**src/rtl/ns_gnrl_pkg.sv**
```systemverilog
// Shared helpers for the ns_gnrl blocks: width functions and one-hot/index conversion.
package ns_gnrl_pkg;

  localparam int unsigned MAX_VEC_W = 32;
  localparam int unsigned MAX_IDX_W = 5;

  // Index width for n entries, never narrower than one bit.
  function automatic int unsigned idx_w(input int unsigned n);
    return (n > 1) ? $clog2(n) : 1;
  endfunction

  // Counter width able to hold the values 0..depth.
  function automatic int unsigned occ_w(input int unsigned depth);
    return $clog2(depth + 1);
  endfunction

  // Binary index of the lowest set bit (0 when no bit is set).
  function automatic logic [MAX_IDX_W-1:0] oh2idx(input logic [MAX_VEC_W-1:0] vec);
    logic [MAX_IDX_W-1:0] idx;
    idx = '0;
    for (int i = MAX_VEC_W - 1; i >= 0; i--) begin
      if (vec[i]) idx = MAX_IDX_W'(i);
    end
    return idx;
  endfunction

  // One-hot vector with bit idx set.
  function automatic logic [MAX_VEC_W-1:0] idx2oh(input logic [MAX_IDX_W-1:0] idx);
    logic [MAX_VEC_W-1:0] oh;
    oh      = '0;
    oh[idx] = 1'b1;
    return oh;
  endfunction

endpackage

```
**src/rtl/ns_gnrl_rsp_demux_if.sv**
```systemverilog
// Command/response bus between the shared target path and the requesters.
interface ns_gnrl_rsp_demux_if #(
  parameter int unsigned ARBT_NUM = 4,
  parameter int unsigned DATA_W   = 32
);

  logic [ARBT_NUM-1:0] grt_vec;
  logic                cmd_vld_i;
  logic                cmd_rdy_i;
  logic                cmd_rdy_o;
  logic                rsp_vld_i;
  logic                rsp_rdy_o;
  logic [DATA_W-1:0]   rsp_data_i;
  logic [ARBT_NUM-1:0] rsp_vld_vec;
  logic [ARBT_NUM-1:0] rsp_rdy_vec;
  logic [DATA_W-1:0]   rsp_data_o;
  logic                ost_full;
  logic                ost_empty;
  logic                err;

  // Demux side
  modport slave (
    input  grt_vec, cmd_vld_i, cmd_rdy_i, rsp_vld_i, rsp_data_i, rsp_rdy_vec,
    output cmd_rdy_o, rsp_rdy_o, rsp_vld_vec, rsp_data_o, ost_full, ost_empty, err
  );

  // Driver side (arbiter, target and requesters)
  modport master (
    output grt_vec, cmd_vld_i, cmd_rdy_i, rsp_vld_i, rsp_data_i, rsp_rdy_vec,
    input  cmd_rdy_o, rsp_rdy_o, rsp_vld_vec, rsp_data_o, ost_full, ost_empty, err
  );

endinterface

```
**src/rtl/ns_gnrl_sync_fifo.sv**
```systemverilog
// Synchronous FIFO with arbitrary depth; pointers wrap by explicit compare.
module ns_gnrl_sync_fifo
  import ns_gnrl_pkg::*;
#(
  parameter int unsigned WIDTH = 2,
  parameter int unsigned DEPTH = 4
) (
  input  logic             clk,
  input  logic             rst,
  input  logic             push_i,
  input  logic             pop_i,
  input  logic [WIDTH-1:0] wdata_i,
  output logic [WIDTH-1:0] rdata_o,
  output logic             full_o,
  output logic             empty_o
);

  localparam int unsigned PTR_W = idx_w(DEPTH);
  localparam int unsigned CNT_W = occ_w(DEPTH);
  localparam logic [PTR_W-1:0] PTR_LAST = PTR_W'(DEPTH - 1);
  localparam logic [CNT_W-1:0] CNT_FULL = CNT_W'(DEPTH);

  logic [WIDTH-1:0] mem_q [DEPTH];
  logic [PTR_W-1:0] wr_ptr_q, wr_ptr_d;
  logic [PTR_W-1:0] rd_ptr_q, rd_ptr_d;
  logic [CNT_W-1:0] cnt_q, cnt_d;
  logic             do_push;
  logic             do_pop;

  assign do_push = push_i & ~full_o;
  assign do_pop  = pop_i & ~empty_o;

  // Next pointers and occupancy; simultaneous push/pop leaves occupancy unchanged.
  always_comb begin
    wr_ptr_d = wr_ptr_q;
    rd_ptr_d = rd_ptr_q;
    cnt_d    = cnt_q;
    if (do_push) wr_ptr_d = (wr_ptr_q == PTR_LAST) ? '0 : wr_ptr_q + PTR_W'(1);
    if (do_pop)  rd_ptr_d = (rd_ptr_q == PTR_LAST) ? '0 : rd_ptr_q + PTR_W'(1);
    case ({do_push, do_pop})
      2'b10:   cnt_d = cnt_q + CNT_W'(1);
      2'b01:   cnt_d = cnt_q - CNT_W'(1);
      default: cnt_d = cnt_q;
    endcase
  end

  // Control state register.
  always_ff @(posedge clk) begin
    if (rst) begin
      wr_ptr_q <= '0;
      rd_ptr_q <= '0;
      cnt_q    <= '0;
    end else begin
      wr_ptr_q <= wr_ptr_d;
      rd_ptr_q <= rd_ptr_d;
      cnt_q    <= cnt_d;
    end
  end

  // Storage; contents are don't-care until written, so no reset.
  always_ff @(posedge clk) begin
    if (do_push) mem_q[wr_ptr_q] <= wdata_i;
  end

  assign rdata_o = mem_q[rd_ptr_q];
  assign full_o  = (cnt_q == CNT_FULL);
  assign empty_o = (cnt_q == '0);

endmodule

```
**src/rtl/ns_gnrl_rsp_demux.sv**
```systemverilog
// Response demux: remembers the owner of each granted command and steers the
// in-order responses back to it. Optional protocol checker: NS_RSP_DEMUX_CHK_EN.
module ns_gnrl_rsp_demux
  import ns_gnrl_pkg::*;
#(
  parameter int unsigned ARBT_NUM  = 4,
  parameter int unsigned OST_DEPTH = 4,
  parameter int unsigned DATA_W    = 32
) (
  input  logic                clk,
  input  logic                rst,
  ns_gnrl_rsp_demux_if.slave  bus
);

  localparam int unsigned IDX_W = idx_w(ARBT_NUM);

  logic             push;
  logic             pop;
  logic             full;
  logic             empty;
  logic [IDX_W-1:0] push_idx;
  logic [IDX_W-1:0] head_idx;

  // Lowest set grant bit becomes the recorded owner.
  assign push_idx = IDX_W'(oh2idx(MAX_VEC_W'(bus.grt_vec)));

  // Command side: ready depends only on the command path and FIFO fullness.
  assign bus.cmd_rdy_o = bus.cmd_rdy_i & ~full;
  assign push          = bus.cmd_vld_i & bus.cmd_rdy_o & (|bus.grt_vec);

  // Response side: route valid/ready to the owner at the FIFO head.
  assign bus.rsp_vld_vec = (bus.rsp_vld_i & ~empty)
                         ? ARBT_NUM'(idx2oh(MAX_IDX_W'(head_idx))) : '0;
  assign bus.rsp_rdy_o   = ~empty & bus.rsp_rdy_vec[head_idx];
  assign bus.rsp_data_o  = bus.rsp_data_i;
  assign pop             = bus.rsp_vld_i & bus.rsp_rdy_o;

  assign bus.ost_full  = full;
  assign bus.ost_empty = empty;

  ns_gnrl_sync_fifo #(
    .WIDTH (IDX_W),
    .DEPTH (OST_DEPTH)
  ) u_ost_fifo (
    .clk     (clk),
    .rst     (rst),
    .push_i  (push),
    .pop_i   (pop),
    .wdata_i (push_idx),
    .rdata_o (head_idx),
    .full_o  (full),
    .empty_o (empty)
  );

`ifdef NS_RSP_DEMUX_CHK_EN
  logic err_q, err_d;
  logic multi_hot;

  assign multi_hot = |(bus.grt_vec & (bus.grt_vec - ARBT_NUM'(1)));

  // Sticky error on multi-hot grant push or response arriving with nothing outstanding.
  always_comb begin
    err_d = err_q;
    if (push && multi_hot)        err_d = 1'b1;
    if (bus.rsp_vld_i && empty)   err_d = 1'b1;
  end

  // Error flag register.
  always_ff @(posedge clk) begin
    if (rst) err_q <= 1'b0;
    else     err_q <= err_d;
  end

  assign bus.err = err_q;
`else
  assign bus.err = 1'b0;
`endif

endmodule

```
**src/flat_wrapper.sv**
```systemverilog
// flat-port wrapper written by rule: the top's interface ports become plain ports
module ns_gnrl_rsp_demux_flat import ns_gnrl_pkg::*;
#(
  parameter int unsigned ARBT_NUM  = 4,
  parameter int unsigned OST_DEPTH = 4,
  parameter int unsigned DATA_W    = 32
)
  (clk, rst, bus_grt_vec, bus_cmd_vld_i, bus_cmd_rdy_i, bus_rsp_vld_i, bus_rsp_data_i, bus_rsp_rdy_vec, bus_cmd_rdy_o, bus_rsp_rdy_o, bus_rsp_vld_vec, bus_rsp_data_o, bus_ost_full, bus_ost_empty, bus_err);
  ns_gnrl_rsp_demux_if #(.ARBT_NUM(ARBT_NUM), .DATA_W(DATA_W)) bus_i ();
  input  logic clk;
  input  logic rst;
  input wire logic [$bits(bus_i.grt_vec)-1:0] bus_grt_vec;
  input wire logic [$bits(bus_i.cmd_vld_i)-1:0] bus_cmd_vld_i;
  input wire logic [$bits(bus_i.cmd_rdy_i)-1:0] bus_cmd_rdy_i;
  input wire logic [$bits(bus_i.rsp_vld_i)-1:0] bus_rsp_vld_i;
  input wire logic [$bits(bus_i.rsp_data_i)-1:0] bus_rsp_data_i;
  input wire logic [$bits(bus_i.rsp_rdy_vec)-1:0] bus_rsp_rdy_vec;
  output wire logic [$bits(bus_i.cmd_rdy_o)-1:0] bus_cmd_rdy_o;
  output wire logic [$bits(bus_i.rsp_rdy_o)-1:0] bus_rsp_rdy_o;
  output wire logic [$bits(bus_i.rsp_vld_vec)-1:0] bus_rsp_vld_vec;
  output wire logic [$bits(bus_i.rsp_data_o)-1:0] bus_rsp_data_o;
  output wire logic [$bits(bus_i.ost_full)-1:0] bus_ost_full;
  output wire logic [$bits(bus_i.ost_empty)-1:0] bus_ost_empty;
  output wire logic [$bits(bus_i.err)-1:0] bus_err;
  assign bus_i.grt_vec = bus_grt_vec;
  assign bus_i.cmd_vld_i = bus_cmd_vld_i;
  assign bus_i.cmd_rdy_i = bus_cmd_rdy_i;
  assign bus_i.rsp_vld_i = bus_rsp_vld_i;
  assign bus_i.rsp_data_i = bus_rsp_data_i;
  assign bus_i.rsp_rdy_vec = bus_rsp_rdy_vec;
  assign bus_cmd_rdy_o = bus_i.cmd_rdy_o;
  assign bus_rsp_rdy_o = bus_i.rsp_rdy_o;
  assign bus_rsp_vld_vec = bus_i.rsp_vld_vec;
  assign bus_rsp_data_o = bus_i.rsp_data_o;
  assign bus_ost_full = bus_i.ost_full;
  assign bus_ost_empty = bus_i.ost_empty;
  assign bus_err = bus_i.err;
  ns_gnrl_rsp_demux #(.ARBT_NUM(ARBT_NUM), .OST_DEPTH(OST_DEPTH), .DATA_W(DATA_W)) u_core (.clk(clk), .rst(rst), .bus(bus_i));
endmodule
```
**config.mk**
```make
export PLATFORM = sky130hd
export DESIGN_NAME = ns_gnrl_rsp_demux_flat
export DESIGN_NICKNAME = d
export VERILOG_FILES = /design/src/rtl/ns_gnrl_pkg.sv /design/src/rtl/ns_gnrl_rsp_demux_if.sv /design/src/rtl/ns_gnrl_sync_fifo.sv /design/src/rtl/ns_gnrl_rsp_demux.sv /design/src/flat_wrapper.sv
export SDC_FILE = /design/constraint.sdc
export NUM_CORES = 1
export LEC_CHECK = 0
export ABC_AREA = 0
export CAP_MARGIN = 20
export CORE_MARGIN = 4
export CORE_UTILIZATION = 36
export DETAILED_ROUTE_END_ITERATION = 12
export MAX_ROUTING_LAYER = met4
export PLACE_DENSITY = 0.85
export SLEW_MARGIN = 20
export SYNTH_ARGS = -nofsm -noshare
export SYNTH_HDL_FRONTEND = slang
export SYNTH_SLANG_ARGS = --single-unit
```
**constraint.sdc**
```tcl
create_clock -name clk -period 7.75 [get_ports clk]
set_input_delay 1.55 -clock clk [delete_from_list [all_inputs] [get_ports clk]]
set_output_delay 1.55 -clock clk [all_outputs]
set_load 0.02 [all_outputs]
```
==> results of run 1 <==
power breakdown:
group          switching [W]  internal [W]   total, W
combinational      0.0000256     0.0000261  0.0000516
sequential        0.00000385     0.0000986   0.000102
clock              0.0000254     0.0000200  0.0000453
total              0.0000548      0.000145   0.000199
routing by layer:
layer  vias up  global-route usage, %  part of all wire (%)
met1       318                   9.21                    35
met2        42                   19.2                    51
li1        323                      -                     -
met5         -                      -                     0
met3         3                   5.72                    13
met4         0                   4.22                   1.1
per-stage QoR:
stage	hold WS, ns	total power [W]
3_5_place_dp	0.521	0.000157
6_report	0.521	0.000199
5_1_grt	0.565	0.000211
2_1_floorplan	0.467	0.000160
4_1_cts	0.534	0.000202
3_3_place_gp	0.483	0.000154
worst paths after layout:
check / startpoint / endpoint / slack [ns] / cells past startpoint
setup / recovery: bus_rsp_rdy_vec[1] / bus_rsp_rdy_o / 2.98 / 5
hold / removal: u_core.u_ost_fifo.rd_ptr_q[1] / u_core.u_ost_fifo.rd_ptr_q[1] / 0.52 / 2
setup reg to reg: flop / u_core.u_ost_fifo.cnt_q[2] / 4.82 / 9
hold reg to reg: u_core.u_ost_fifo.rd_ptr_q[1] / u_core.u_ost_fifo.rd_ptr_q[1] / 0.52 / 2
kinds of logic (layout without fill, tap and decap cells):
| kind of cell | after synthesis | after routing |
|---|---|---|
| buf+inv | 44 | 33 |
| simple gates | 30 | 30 |
| flops | 17 | 17 |
| mux | 8 | 8 |
| fa+ha+maj | 7 | 7 |
| compound gates | 6 | 6 |
| xor+xnor | 2 | 2 |
| other cells | 1 | 1 |
area by class of cell:
| cell class | instances | area share [%] |
|---|---|---|
| clock buffer | 4 | 2.24 |
| tap | 44 | 4.69 |
| timing repair buffer | 20 | 17.0 |
| multi-input combinational | 54 | 37.4 |
| sequential | 17 | 35.8 |
| inverter | 9 | 2.88 |
cells in the final DEF (no fill, tap or decap), drive strengths merged, types with 2 or more instances in the layout:
cell,instances
clkdlybuf4s50,20
xor2,2
and2,5
mux4,2
nor2,12
mux2i,5
inv,9
edfxtp,8
nor3,3
clkbuf,4
nand2b,2
a21oi,3
or3b,2
ha,6
dfxtp,9
critical path, delay by kind of cell:
kind | cells | cell delay, ns
buffers and inverters | 2 | 1.12
AO/OA/AOI/OAI | 1 | 0.26
AND/OR/NAND/NOR | 1 | 0.21
multiplexers | 1 | 0.09
==> report_table.html, run 1 <==
<table>
<tr><th>Metric</th><th>Value</th></tr>
<tr><th colspan="2">Clock tree</th></tr>
<tr><td># hold bufs at CTS</td><td>0</td></tr>
<tr><td>Number of clock sinks</td><td>17</td></tr>
<tr><td>Buffer cell driving the clock tree root</td><td>sky130_fd_sc_hd__clkbuf_4</td></tr>
<tr><td># H-tree levels</td><td>1</td></tr>
<tr><td>Number of instances resized during post-cts repair</td><td>0</td></tr>
<tr><td>Setup Fix Bufs, Post-CTS</td><td>0</td></tr>
<tr><td>Clock transition at the registers of the reported paths</td><td>0.09 ns</td></tr>
<tr><td>Clk buf depth</td><td>2</td></tr>
<tr><td>Insertion delay to the later sink of the worst-skew pair</td><td>0.28 ns</td></tr>
<tr><td>CTS tree</td><td>done</td></tr>
<tr><td>Num CTS Buffers</td><td>3</td></tr>
<tr><th colspan="2">Power</th></tr>
<tr><td>Leakage power summed over all cells</td><td>approximately 0.44 nW</td></tr>
<tr><td>Power density over the cells</td><td>between 150 and 200 mW/mm^2</td></tr>
<tr><td>Maximum vdd ir drop</td><td>between 0.05 and 0.06 mV</td></tr>
<tr><th colspan="2">Route</th></tr>
<tr><td>Detailed Routing Iterations Pass 1</td><td>3</td></tr>
<tr><td>Vias per cell</td><td>4.64</td></tr>
<tr><td>Remaining DRCs</td><td>0</td></tr>
<tr><td>Via Count</td><td>686</td></tr>
<tr><td>Post-detailed-route count of antenna-violating nets</td><td>0</td></tr>
<tr><td>Detailed-route wire length per cell</td><td>between 10 and 15 um</td></tr>
<tr><td>Drt first-iter violations</td><td>3</td></tr>
<tr><td>Total routed wirelength</td><td>2040 um</td></tr>
<tr><th colspan="2">Yosys</th></tr>
<tr><td>Library cell occupying the most area in the post-synthesis netlist</td><td>sky130_fd_sc_hd__buf_4</td></tr>
<tr><td>Adder and majority cell fraction of the synthesized area</td><td>under 10%</td></tr>
<tr><td>Netlist cell types</td><td>30</td></tr>
<tr><td>Most frequently used cell type in the post-synthesis netlist</td><td>sky130_fd_sc_hd__buf_4</td></tr>
<tr><td>Complex-gate fraction of the synthesized area</td><td>3.49%</td></tr>
<tr><td>EDFF count, synth</td><td>8</td></tr>
<tr><td>Synthesis-stage register bit count</td><td>17</td></tr>
<tr><td>Dominant combinational cell family by area after synthesis</td><td>buffers and inverters</td></tr>
<tr><td>Basic-gate share of the synthesized area counting and, or, nand and nor cells</td><td>14.7%</td></tr>
<tr><td>Total number of yosys warnings</td><td>0</td></tr>
<tr><td>Gate count after technology mapping</td><td>115</td></tr>
<tr><td>Async SR Flop Fraction</td><td>0%</td></tr>
<tr><td>Avg Cell Area, Syn</td><td>~10 um^2</td></tr>
<tr><td>Fraction of synthesized cell area taken by the top area cell type</td><td>a little over a fifth</td></tr>
<tr><td>Mux contribution to synthesized area</td><td>about a tenth</td></tr>
<tr><td>Largest cells by area after synthesis</td><td>sky130_fd_sc_hd__buf_4 (22%), sky130_fd_sc_hd__edfxtp_1 (21%), sky130_fd_sc_hd__dfxtp_1 (16%)</td></tr>
<tr><td>XOR/XNOR share of the synthesized area</td><td>1.53%</td></tr>
<tr><td>Flip-flop cell with the highest count after synthesis</td><td>sky130_fd_sc_hd__dfxtp_1</td></tr>
<tr><td>Post-synthesis net count</td><td>roughly 170</td></tr>
<tr><td>Netlist Area Pre-Place</td><td>0.00115 mm^2</td></tr>
<tr><td>Top post-synthesis cells by count</td><td>sky130_fd_sc_hd__buf_4 (33), sky130_fd_sc_hd__nor2_1 (12), sky130_fd_sc_hd__dfxtp_1 (9), sky130_fd_sc_hd__inv_1 (9), sky130_fd_sc_hd__edfxtp_1 (8)</td></tr>
<tr><td>Sequential share of the synthesized area</td><td>36.6%</td></tr>
<tr><th colspan="2">Critical path</th></tr>
<tr><td>Crit path launch type</td><td>input pin</td></tr>
<tr><td>Slowest library cell on the worst path</td><td>sky130_fd_sc_hd__clkdlybuf4s50_1</td></tr>
<tr><td>Maximum fanout count along the critical path</td><td>2</td></tr>
<tr><td>Cell with the most instances on the worst path</td><td>sky130_fd_sc_hd__clkdlybuf4s50_1</td></tr>
<tr><td>Worst endpoint required time</td><td>6.20 ns</td></tr>
<tr><td>Signal arrival time at the worst endpoint</td><td>between 3 and 4 ns</td></tr>
<tr><td>CP peak stage delay</td><td>0.66 ns</td></tr>
<tr><td>Chain of cells forming the critical path</td><td>clkdlybuf4s50_1, mux2i_1, and2b_2, a211oi_1, clkdlybuf4s50_1</td></tr>
<tr><td>Critical path endpoint category</td><td>output pin</td></tr>
<tr><td>Type of the setup path with the least slack</td><td>in2out</td></tr>
<tr><th colspan="2">Floorplanning</th></tr>
<tr><td>Starting density of the core</td><td>between 30 and 40%</td></tr>
<tr><td>Die Ht</td><td>64.5 um</td></tr>
<tr><td>Number of top-level pins</td><td>86</td></tr>
<tr><td>Cell row count</td><td>20</td></tr>
<tr><td>Area of the die</td><td>0.00416 mm^2</td></tr>
<tr><td>Core Footprint</td><td>0.00305 mm^2</td></tr>
<tr><td>Width of the chip</td><td>64.5 um</td></tr>
<tr><th colspan="2">Run</th></tr>
<tr><td>Max-cap violation count</td><td>0</td></tr>
<tr><th colspan="2">Worst hold path</th></tr>
<tr><td>Worst min-delay path category</td><td>reg2reg</td></tr>
<tr><th colspan="2">Global route</th></tr>
<tr><td>Gr ovfl total</td><td>0</td></tr>
<tr><td>Largest net degree at the start of global routing</td><td>10</td></tr>
<tr><td>Antenna violations before repair</td><td>0</td></tr>
<tr><td>GRT Total Usage</td><td>10.7%</td></tr>
<tr><td>Wire length of the first global-routing pass</td><td>3360 um</td></tr>
<tr><td>Number of global-route vias before repair</td><td>711</td></tr>
<tr><th colspan="2">Finish</th></tr>
<tr><td># nets final</td><td>roughly 160</td></tr>
<tr><td>Signed area change from the synthesized netlist to the final layout</td><td>2.29%</td></tr>
<tr><td>Area of all placed cells without fillers</td><td>0.00117 mm^2</td></tr>
<tr><td>Sequential standard cell area</td><td>420 um^2</td></tr>
<tr><td>Combined area of the multi-input logic cells</td><td>439 um^2</td></tr>
<tr><td>Non-filler instance count after layout</td><td>148</td></tr>
<tr><td>Share of the core filled with cells</td><td>38.5%</td></tr>
<tr><td>FILL cells</td><td>326</td></tr>
<tr><td>Diode count</td><td>0</td></tr>
<tr><td>Layout cell share with drive strength beyond 1</td><td>8.65%</td></tr>
<tr><th colspan="2">Timing</th></tr>
<tr><td>Achievable clock frequency</td><td>210 MHz</td></tr>
<tr><td>Post-Route Skew</td><td>0.000483 ns</td></tr>
<tr><td>RSZ-0062 raised after global routing</td><td>false</td></tr>
<tr><td>Final min period</td><td>4.77 ns</td></tr>
<tr><td>Post-Route Setup TNS</td><td>0 ns</td></tr>
<tr><td>Fraction of the cycle the final worst path needs</td><td>around three fifths</td></tr>
<tr><td>Final count of negative-setup-slack endpoints</td><td>0</td></tr>
<tr><td>Fin. max-slew vios</td><td>0</td></tr>
<tr><td>Final setup margin</td><td>2.98 ns</td></tr>
<tr><td>Number of hold violations in the final report</td><td>0</td></tr>
<tr><th colspan="2">Status</th></tr>
<tr><td>Status</td><td>finished clean</td></tr>
<tr><th colspan="2">Place</th></tr>
<tr><td>Minimum setup slack after placement</td><td>2.98 ns</td></tr>
<tr><td>Final weighted congestion in routability-driven placement</td><td>0.758</td></tr>
<tr><td>Count of input and output buffers</td><td>20</td></tr>
<tr><td>Detailed placement HPWL</td><td>1780 um</td></tr>
<tr><td>DP Cell Count</td><td>144</td></tr>
<tr><td>Placed instance area</td><td>0.00115 mm^2</td></tr>
</table>
No activity file was read; power rests on OpenSTA's default activity.
==> run 2: changes to the inputs <==
--- a/config.mk
+++ b/config.mk
@@ -8,10 +8,10 @@
 export ABC_AREA = 0
 export CAP_MARGIN = 20
 export CORE_MARGIN = 4
-export CORE_UTILIZATION = 36
+export CORE_UTILIZATION = 34
 export DETAILED_ROUTE_END_ITERATION = 12
 export MAX_ROUTING_LAYER = met4
-export PLACE_DENSITY = 0.85
+export PLACE_DENSITY = 0.81
 export SLEW_MARGIN = 20
 export SYNTH_ARGS = -nofsm -noshare
 export SYNTH_HDL_FRONTEND = slang
==> constraint.sdc (replaced) <==
create_clock -name clk -period 4.5 [get_ports clk]
set_input_delay 0.9 -clock clk [delete_from_list [all_inputs] [get_ports clk]]
set_output_delay 0.9 -clock clk [all_outputs]
set_load 0.02 [all_outputs]
==> run 2 against run 1 <==
Die area is 5.1% higher. Count of clock-buffer cells in the layout unchanged. Critical path depth unchanged. Non-clock buffer count unchanged. Final cell count stayed put. Combinational power is 74% higher. Hold slack better by 0.012 ns. Utilization fell by 1.2 points. Sequential power up 74%. Cell area unchanged. Critical path type is now reg2out. Largest power group unchanged.
==> report_table.html, run 2 (synthesis gave the netlist of run 1 again) <==
<table>
<tr><th>Metric</th><th>Value</th></tr>
<tr><th colspan="2">Status</th></tr>
<tr><td>Status</td><td>finished clean</td></tr>
<tr><th colspan="2">Power</th></tr>
<tr><td>Leakage power summed over all cells</td><td>0.440 nW</td></tr>
<tr><td>Switching Power</td><td>0.0000945 W</td></tr>
<tr><td>Combinational group share of total power</td><td>26.1%</td></tr>
<tr><td>Cell internal power dissipation</td><td>0.000249 W</td></tr>
<tr><td>Sequential cell fraction of total power</td><td>51.3%</td></tr>
<tr><td>Power density over the cells</td><td>293 mW/mm^2</td></tr>
<tr><td>Maximum vdd ir drop</td><td>between 0.08 and 0.09 mV</td></tr>
<tr><td>Clock power share</td><td>a little under a quarter</td></tr>
<tr><td>Power after layout</td><td>~0.00034 W</td></tr>
<tr><td>Switching share of total power</td><td>27.5%</td></tr>
<tr><th colspan="2">Place</th></tr>
<tr><td>Count of input and output buffers</td><td>20</td></tr>
<tr><td>Final weighted congestion in routability-driven placement</td><td>0.713</td></tr>
<tr><td>Detailed placement HPWL</td><td>~1600 um</td></tr>
<tr><th colspan="2">Clock tree</th></tr>
<tr><td># hold bufs at CTS</td><td>0</td></tr>
<tr><td>Setup Fix Bufs, Post-CTS</td><td>0</td></tr>
<tr><td># H-tree levels</td><td>1</td></tr>
<tr><td>Insertion delay to the later sink of the worst-skew pair</td><td>0.28 ns</td></tr>
<tr><td>CTS tree</td><td>done</td></tr>
<tr><td>Clk buf depth</td><td>2</td></tr>
<tr><td>Buffer cell driving the clock tree root</td><td>sky130_fd_sc_hd__clkbuf_4</td></tr>
<tr><td>Clock transition at the registers of the reported paths</td><td>0.09 ns</td></tr>
<tr><td>Number of instances resized during post-cts repair</td><td>0</td></tr>
<tr><td>Number of clock sinks</td><td>17</td></tr>
<tr><td>Num CTS Buffers</td><td>3</td></tr>
<tr><th colspan="2">Timing</th></tr>
<tr><td>Fin. max-slew vios</td><td>0</td></tr>
<tr><td>Fraction of the cycle the final worst path needs</td><td>77.9%</td></tr>
<tr><td>Final min period</td><td>3.50 ns</td></tr>
<tr><td>Final count of negative-setup-slack endpoints</td><td>0</td></tr>
<tr><td>Number of hold violations in the final report</td><td>0</td></tr>
<tr><td>Post-Route Setup TNS</td><td>0 ns</td></tr>
<tr><td>RSZ-0062 raised after global routing</td><td>false</td></tr>
<tr><td>Post-Route Skew</td><td>around 0.0075 ns</td></tr>
<tr><td>Achievable clock frequency</td><td>285 MHz</td></tr>
<tr><th colspan="2">Floorplanning</th></tr>
<tr><td>Cell row count</td><td>20</td></tr>
<tr><td>Core Footprint</td><td>0.00315 mm^2</td></tr>
<tr><td>Width of the chip</td><td>66.1 um</td></tr>
<tr><td>Starting density of the core</td><td>36.4%</td></tr>
<tr><td>Number of top-level pins</td><td>86</td></tr>
<tr><td>Area of the die</td><td>0.00437 mm^2</td></tr>
<tr><td>Die Ht</td><td>approximately 66 um</td></tr>
<tr><th colspan="2">Route</th></tr>
<tr><td>Via Count</td><td>696</td></tr>
<tr><td>Total routed wirelength</td><td>1950 um</td></tr>
<tr><td>Drt first-iter violations</td><td>20</td></tr>
<tr><td>Detailed-route wire length per cell</td><td>13.1 um</td></tr>
<tr><td>Post-detailed-route count of antenna-violating nets</td><td>0</td></tr>
<tr><td>Remaining DRCs</td><td>0</td></tr>
<tr><td>Detailed Routing Iterations Pass 1</td><td>5</td></tr>
<tr><td>Vias per cell</td><td>approximately 4.7</td></tr>
<tr><th colspan="2">Finish</th></tr>
<tr><td>Layout cell share with drive strength beyond 1</td><td>8.65%</td></tr>
<tr><td># nets final</td><td>157</td></tr>
<tr><td>Most common cell after layout, fill and taps aside</td><td>sky130_fd_sc_hd__clkdlybuf4s50_1</td></tr>
<tr><td>Diode count</td><td>0</td></tr>
<tr><td>Signed area change from the synthesized netlist to the final layout</td><td>2.29%</td></tr>
<tr><td>Most used cells in the layout excluding fill and tap cells</td><td>sky130_fd_sc_hd__clkdlybuf4s50_1 (20), sky130_fd_sc_hd__nor2_1 (12), sky130_fd_sc_hd__inv_1 (9), sky130_fd_sc_hd__dfxtp_1 (9), sky130_fd_sc_hd__edfxtp_1 (8)</td></tr>
<tr><th colspan="2">Global route</th></tr>
<tr><td>GRT Total Usage</td><td>9.80%</td></tr>
<tr><td>Largest net degree at the start of global routing</td><td>10</td></tr>
<tr><td>Wire length of the first global-routing pass</td><td>between 3000 and 4000 um</td></tr>
<tr><td>Antenna violations before repair</td><td>0</td></tr>
<tr><td>Number of global-route vias before repair</td><td>757</td></tr>
<tr><td>Gr ovfl total</td><td>0</td></tr>
<tr><th colspan="2">Critical path</th></tr>
<tr><td>Type of the setup path with the least slack</td><td>reg2out</td></tr>
<tr><td>Signal arrival time at the worst endpoint</td><td>2.60 ns</td></tr>
<tr><td>Maximum fanout count along the critical path</td><td>5</td></tr>
<tr><td>Crit path launch type</td><td>flop</td></tr>
<tr><td>Worst endpoint required time</td><td>roughly 3.6 ns</td></tr>
<tr><td>Critical path endpoint category</td><td>output pin</td></tr>
<tr><th colspan="2">Run</th></tr>
<tr><td>Max-cap violation count</td><td>0</td></tr>
<tr><th colspan="2">Worst hold path</th></tr>
<tr><td>Worst min-delay path category</td><td>reg2reg</td></tr>
<tr><td>Critical hold path startpoint</td><td>u_core.u_ost_fifo.rd_ptr_q[1]</td></tr>
</table>
==> run 2: cell counts in the layout (fill, tap and decap cells not counted) <==
Identical to the previous run, type by type.
==> run 2: area by class of cell <==
| class | instances | area (um^2) |
|---|---|---|
| inverter | 9 | 33.8 |
| fill | 324 | 1980 |
| multi-input combinational | 54 | 439 |
| timing repair buffer | 20 | 200 |
| clock buffer | 4 | 26.3 |
| sequential | 17 | 420 |
| tap | 44 | 55.1 |
==> run 2: worst max-delay path: stages, from the launching register on <==
cell                              delay (ns)
sky130_fd_sc_hd__dfxtp_1                0.39
sky130_fd_sc_hd__mux4_1                 0.70
sky130_fd_sc_hd__mux2i_1                0.20
sky130_fd_sc_hd__and2b_2                0.21
sky130_fd_sc_hd__a211oi_1               0.19
sky130_fd_sc_hd__clkdlybuf4s50_1        0.63
==> run 2: metrics by stage <==
step	util (%)	hold WS, ns	setup WS, ns	instances	cell area, um^2
after detailed placement	36.4	0.510	0.939	144	1150
final	37.3	0.533	0.996	148	1170
after global placement	36.4	0.480	1.02	144	1150
after global routing	37.3	0.554	0.869	148	1170
after CTS	37.3	0.523	0.960	148	1170
after floorplan	-	0.467	1.47	115	1150
==> run 2: power by group through the flow <==
stage	Clock, W	Sequential (W)	Combinational, W
after floorplan	0	0.000178	0.0000971
after global placement	0	0.000179	0.0000857
after detailed placement	0	0.000180	0.0000901
after CTS	0.0000789	0.000176	0.0000907
after global routing	0.0000850	0.000178	0.0000983
final	0.0000777	0.000177	0.0000896
==> run 2: worst paths after layout <==
kind / endpoint / slack, ns / depth (start not counted)
setup / recovery: bus_rsp_rdy_o / 1.0 / 5
hold / removal: flop / 0.53 / 2
setup reg to reg: u_core.u_ost_fifo.cnt_q[2] / 1.53 / 9
hold reg to reg: flop / 0.53 / 2
==> run 2: routing by layer <==
metal | share of wire [%] | GRT usage (%) | wire, um
met2 | 51 | 17.1 | 999
met5 | 0 | - | 0
met3 | 11 | 3.57 | 205
met1 | 37 | 9.21 | 715
met4 | 1.3 | 5.58 | 26
